===== config.mk =====
export PLATFORM = sky130hd
export DESIGN_NAME = control_sequencer_flat
export DESIGN_NICKNAME = d
export VERILOG_FILES = /design/src/rtl/control_sequencer_if.sv /design/src/rtl/control_sequencer.sv /design/src/flat_wrapper.sv
export SDC_FILE = /design/constraint.sdc
export NUM_CORES = 1
export LEC_CHECK = 0
export CAP_MARGIN = 20
export CORE_UTILIZATION = 30
export DETAILED_ROUTE_END_ITERATION = 7
export GPL_ROUTABILITY_DRIVEN = 0
export GPL_TIMING_DRIVEN = 0
export PLACE_DENSITY_LB_ADDON = 0.2
export SETUP_SLACK_MARGIN = 0.15
export SYNTH_ARGS = -nofsm -noshare
export SYNTH_HDL_FRONTEND = slang
export SYNTH_SLANG_ARGS = --single-unit

===== constraint.sdc =====
create_clock -name clk -period 1.7 [get_ports clk]
set_input_delay 0.34 -clock clk [delete_from_list [all_inputs] [get_ports clk]]
set_output_delay 0.34 -clock clk [all_outputs]
set_load 0.01 [all_outputs]

===== src/rtl/control_sequencer_if.sv =====
// control_sequencer_if: opcode/flag/handshake inputs and datapath strobes of the control unit
interface control_sequencer_if;
  logic [3:0] opcode;
  logic       z;
  logic       c;
  logic       imem_ready;
  logic       step_mode;
  logic       step;
  logic       LoadIR;
  logic       IncPC;
  logic       LoadPC;
  logic       SelPC;
  logic       LoadAcc;
  logic [1:0] SelAcc;
  logic       LoadReg;
  logic [2:0] SelALU;
  logic       flag_z;
  logic       flag_c;
  logic [2:0] cycle_status;
  logic       halted;
  modport slave (
    input  opcode, z, c, imem_ready, step_mode, step,
    output LoadIR, IncPC, LoadPC, SelPC, LoadAcc, SelAcc, LoadReg, SelALU,
           flag_z, flag_c, cycle_status, halted
  );
  modport master (
    output opcode, z, c, imem_ready, step_mode, step,
    input  LoadIR, IncPC, LoadPC, SelPC, LoadAcc, SelAcc, LoadReg, SelALU,
           flag_z, flag_c, cycle_status, halted
  );
endinterface


===== src/rtl/control_sequencer.sv =====
// control_sequencer: fetch/decode/execute control FSM with Z/C flags, single-step pause and halt
module control_sequencer (
  input logic clk,
  input logic rst,
  control_sequencer_if.slave bus
);
  typedef enum logic [2:0] {
    FETCH   = 3'd0,
    DECODE  = 3'd1,
    EXECUTE = 3'd2,
    PAUSE   = 3'd3,
    HALT    = 3'd4
  } state_e;
  state_e     state_q, state_d;
  logic       flag_z_q, flag_z_d, flag_c_q, flag_c_d;
  logic       exe, fetch, alu_op, jmp;
  logic [3:0] alu_sel;
  // Strobes are Mealy and gated by rst so nothing leaks out of an interrupted instruction
  always_comb begin
    exe      = !rst && state_q == EXECUTE;
    fetch    = !rst && state_q == FETCH && bus.imem_ready;
    alu_op   = exe && bus.opcode >= 4'h4 && bus.opcode <= 4'hA;
    alu_sel  = bus.opcode - 4'h4;
    jmp      = bus.opcode == 4'hB || bus.opcode == 4'hE ||
               (bus.opcode == 4'hC && flag_z_q) || (bus.opcode == 4'hD && flag_c_q);
    bus.LoadIR       = fetch;
    bus.IncPC        = fetch;
    bus.LoadPC       = exe && jmp;
    bus.SelPC        = exe && bus.opcode == 4'hE;
    bus.LoadAcc      = alu_op || (exe && (bus.opcode == 4'h1 || bus.opcode == 4'h2));
    bus.SelAcc       = (exe && bus.opcode == 4'h1) ? 2'b01 : (exe && bus.opcode == 4'h2) ? 2'b10 : 2'b00;
    bus.LoadReg      = exe && bus.opcode == 4'h3;
    bus.SelALU       = alu_op ? alu_sel[2:0] : 3'd0;
    bus.flag_z       = flag_z_q;
    bus.flag_c       = flag_c_q;
    bus.cycle_status = state_q;
    bus.halted       = state_q == HALT;
    flag_z_d         = alu_op ? bus.z : flag_z_q;
    flag_c_d         = alu_op ? bus.c : flag_c_q;
    state_d = state_q == FETCH   ? (bus.imem_ready ? DECODE : FETCH) :
              state_q == DECODE  ? EXECUTE :
              state_q == EXECUTE ? (bus.opcode == 4'hF ? HALT : bus.step_mode ? PAUSE : FETCH) :
              state_q == PAUSE   ? ((bus.step || !bus.step_mode) ? FETCH : PAUSE) :
              HALT;
  end
  always_ff @(posedge clk) begin
    if (rst) begin
      state_q  <= FETCH;
      flag_z_q <= 1'b0;
      flag_c_q <= 1'b0;
    end else begin
      state_q  <= state_d;
      flag_z_q <= flag_z_d;
      flag_c_q <= flag_c_d;
    end
  end
endmodule

===== src/flat_wrapper.sv =====
// flat-port wrapper written by rule: the top's interface ports become plain ports
module control_sequencer_flat 
  (clk, rst, bus_opcode, bus_z, bus_c, bus_imem_ready, bus_step_mode, bus_step, bus_LoadIR, bus_IncPC, bus_LoadPC, bus_SelPC, bus_LoadAcc, bus_SelAcc, bus_LoadReg, bus_SelALU, bus_flag_z, bus_flag_c, bus_cycle_status, bus_halted);
  control_sequencer_if bus_i ();
  input logic clk;
  input logic rst;
  input wire logic [$bits(bus_i.opcode)-1:0] bus_opcode;
  input wire logic [$bits(bus_i.z)-1:0] bus_z;
  input wire logic [$bits(bus_i.c)-1:0] bus_c;
  input wire logic [$bits(bus_i.imem_ready)-1:0] bus_imem_ready;
  input wire logic [$bits(bus_i.step_mode)-1:0] bus_step_mode;
  input wire logic [$bits(bus_i.step)-1:0] bus_step;
  output wire logic [$bits(bus_i.LoadIR)-1:0] bus_LoadIR;
  output wire logic [$bits(bus_i.IncPC)-1:0] bus_IncPC;
  output wire logic [$bits(bus_i.LoadPC)-1:0] bus_LoadPC;
  output wire logic [$bits(bus_i.SelPC)-1:0] bus_SelPC;
  output wire logic [$bits(bus_i.LoadAcc)-1:0] bus_LoadAcc;
  output wire logic [$bits(bus_i.SelAcc)-1:0] bus_SelAcc;
  output wire logic [$bits(bus_i.LoadReg)-1:0] bus_LoadReg;
  output wire logic [$bits(bus_i.SelALU)-1:0] bus_SelALU;
  output wire logic [$bits(bus_i.flag_z)-1:0] bus_flag_z;
  output wire logic [$bits(bus_i.flag_c)-1:0] bus_flag_c;
  output wire logic [$bits(bus_i.cycle_status)-1:0] bus_cycle_status;
  output wire logic [$bits(bus_i.halted)-1:0] bus_halted;
  assign bus_i.opcode = bus_opcode;
  assign bus_i.z = bus_z;
  assign bus_i.c = bus_c;
  assign bus_i.imem_ready = bus_imem_ready;
  assign bus_i.step_mode = bus_step_mode;
  assign bus_i.step = bus_step;
  assign bus_LoadIR = bus_i.LoadIR;
  assign bus_IncPC = bus_i.IncPC;
  assign bus_LoadPC = bus_i.LoadPC;
  assign bus_SelPC = bus_i.SelPC;
  assign bus_LoadAcc = bus_i.LoadAcc;
  assign bus_SelAcc = bus_i.SelAcc;
  assign bus_LoadReg = bus_i.LoadReg;
  assign bus_SelALU = bus_i.SelALU;
  assign bus_flag_z = bus_i.flag_z;
  assign bus_flag_c = bus_i.flag_c;
  assign bus_cycle_status = bus_i.cycle_status;
  assign bus_halted = bus_i.halted;
  control_sequencer u_core (.clk(clk), .rst(rst), .bus(bus_i));
endmodule

==> metrics.csv <==
metric,value,unit
synth_area_leaders,"dfxtp_1 25%, nor3_1 7.4%, nand2b_1 6.2%, o21ai_0 6.2%, or3_4 5.5%",
r2r_slack,-240,ps
violations,setup timing,
area_delta_synth_final,125,%
slew_headroom,84.4,%
skew,0.501,ps
clk_pin_slew,40,ps
finalHoldViolCount,0,
yosysWarnings,0,
syn_inst,57,
initial_core_util,34.3,%
async_flop_share,0,%
endpoint_kind,primary output,
wl,1920,µm
n_fill_cell,91,
fin_nets,118,
p_switching,140,µW
ys.flop_type,dfxtp_1,
cp_max_fo,3,
syn_avg_cell_area,7.13,µm²
ant_nets,0,
cts_tree,yes,
firstDrtPassIters,4,
design_area,915,µm²
dp.cells,96,
mostFrequentLayoutCells,"17 x buf_4, 10 x buf_2, 9 x clkdlybuf4s50_1",
h-tree-depth,1,
clk_latency,240,ps
timing.final.ws_setup,-377,ps
drv_slew,0,
tightest_slew,232,ps
synth-seq-cells,5,
grt_pass1_wl,2630,µm
arrival,1740,ps
layout_commonest_cell,buf_4,
dr_total_vias,656,
worstReg2RegStart,u_core.bus.cycle_status[0],
powerDensity,497,nW/µm²
status,"finished, violations left",
synth_area,407,µm²
drc,0,
post_drt_via_cell_ratio,5.47,
portBuffers,25,
hold_depth,2,
core,1190,µm²
fmax,0.482,GHz
grt_pass1_vias,599,
die_area,1510,µm²
wl_per_cell,16.0,µm
worstRegToRegCells,12,
cp-start-kind,register,
irDropWorstVdd,0.000465,V
hpwl,837,µm
die-width,38.8,µm
track_usage,26.5,%
cts_max_path_buffers,2,
synth-edff-count,0,
cp.required,1360,ps
cts_buffers,3,
total_power,455,µW
synth.lib_cells_used.distinct,26,
yosysTopAreaCellShare,24.6,%
drive_gt1_share,56.6,%
rows,12,
ios,28,
synth_top_cell_by_area,dfxtp_1,
p_seq_share,28.3,%
clockRootBuffer,clkbuf_4,
stdcell_count,120,
min_period,2080,ps
antenna_found_initial,0,
grt_overflow,0,
critPathKind,reg2out,
antenna-diode-count,0,
swShare,30.8,%
cts_sinks,5,
synth_nets,68,
reg2reg_to,u_core.bus.cycle_status[0],
power.leakage,0.417,nW
grt_max_degree,11,
fin_crit_sh,122,%
p_int,315,µW
rsz0062_at_grt,yes,
min_from,rst,
holdBufCountCts,0,
setup_violations,12,
drt-initial-drc-count,14,
clockPowerShare,30.4,%
maxCapViolCount,0,
ys_seq_area_share,24.6,%
place_area,706,µm²
die_h,38.8,µm
min-delay-path-class,in2reg,
holdPathEnd,u_core.bus.cycle_status[0],
p_comb_share,41.3,%
-- critical path: stages (launching register included) --
cell,delay (ps)
dfxtp_2,320
nand2b_4,140
or3_4,330
or3_4,380
nor3b_4,180
buf_2,150
-- area by class of cell --
cell class | count | area [µm²] | share of cell area, %
Multi-Input combinational cell | 48 | 370 | 40.5
Sequential cell | 5 | 109 | 11.9
Inverter | 1 | 3.75 | 0.410
Timing Repair Buffer | 45 | 362 | 39.5
Tap cell | 14 | 17.5 | 1.92
Buffer | 3 | 26.3 | 2.87
Clock buffer | 4 | 26.3 | 2.87
-- repair_timing --
item                                   CTS  global route
endpoints found under the hold margin    0             0
pin swaps                               10             8
gates cloned                             0             0
setup endpoints to repair               13            14
setup buffers                           17             3
gates resized for setup                 69            12
-- per-layer routing --
layer / routed length, µm / GRT usage [%] / vias up
met3: 94 / 11.0 / 7
met2: 1010 / 45.8 / 27
li1: - / - / 309
met4: 49 / 7.76 / 0
met1: 767 / 29.1 / 313
met5: 0 / 0 / -
-- stage by stage --
stage,setup TNS (ps),setup slack (ps),utilization (%),hold WS (ps)
finish,-2650,-377,77.1,330
global route,-3000,-415,77.1,321
CTS,-2030,-437,71.7,312
detailed placement,-6830,-808,59.5,497
global placement,-6700,-806,59.5,491
floorplan,-107,-69.4,-,484
-- Yosys cell counts, drive strengths merged (2+ instances only) --
cell,instances
a21oi,2
and2,2
and3,3
clkbuf,2
dfxtp,5
nand2,5
nand2b,4
nand3,2
nor2,5
nor3,6
o21ai,6
or3,2
-- flip-flops by register name, indices dropped and copies added, names as in the netlist --
signal	flops
u_core.bus.cycle_status	3
u_core.bus.flag_z	1
u_core.bus.flag_c	1
-- cells by family after synthesis --
family                 count (synthesis)  synth area share, %
buffers and inverters                  4                 5.23
DFF                                    5                 24.6
AOI/OAI and AO/OA                     14                 21.2
and+or+nand+nor                       34                 48.9
-- power groups by stage --
stage	combinational (mW)	sequential, mW	clock [mW]
after floorplan	0.0545	0.134	0
after global placement	0.109	0.133	0
after detailed placement	0.110	0.133	0
after CTS	0.159	0.130	0.144
after global routing	0.197	0.129	0.152
final	0.188	0.129	0.138
-- worst max path at each step --
stage / startpoint / cells after the start / slack, ps / to
after detailed placement: bus_opcode[1] / 5 / -810 / bus_SelALU[0]
after CTS: u_core.bus.cycle_status[0] / 5 / -440 / bus_SelAcc[0]
after floorplan: rst / 4 / -70 / bus_SelAcc[0]
after global routing: u_core.bus.cycle_status[0] / 5 / -410 / bus_SelAcc[0]
after global placement: bus_opcode[1] / 5 / -810 / bus_SelALU[0]
final: u_core.bus.cycle_status[0] / 5 / -380 / bus_SelAcc[0]
Power figures use the tool's default switching activity.
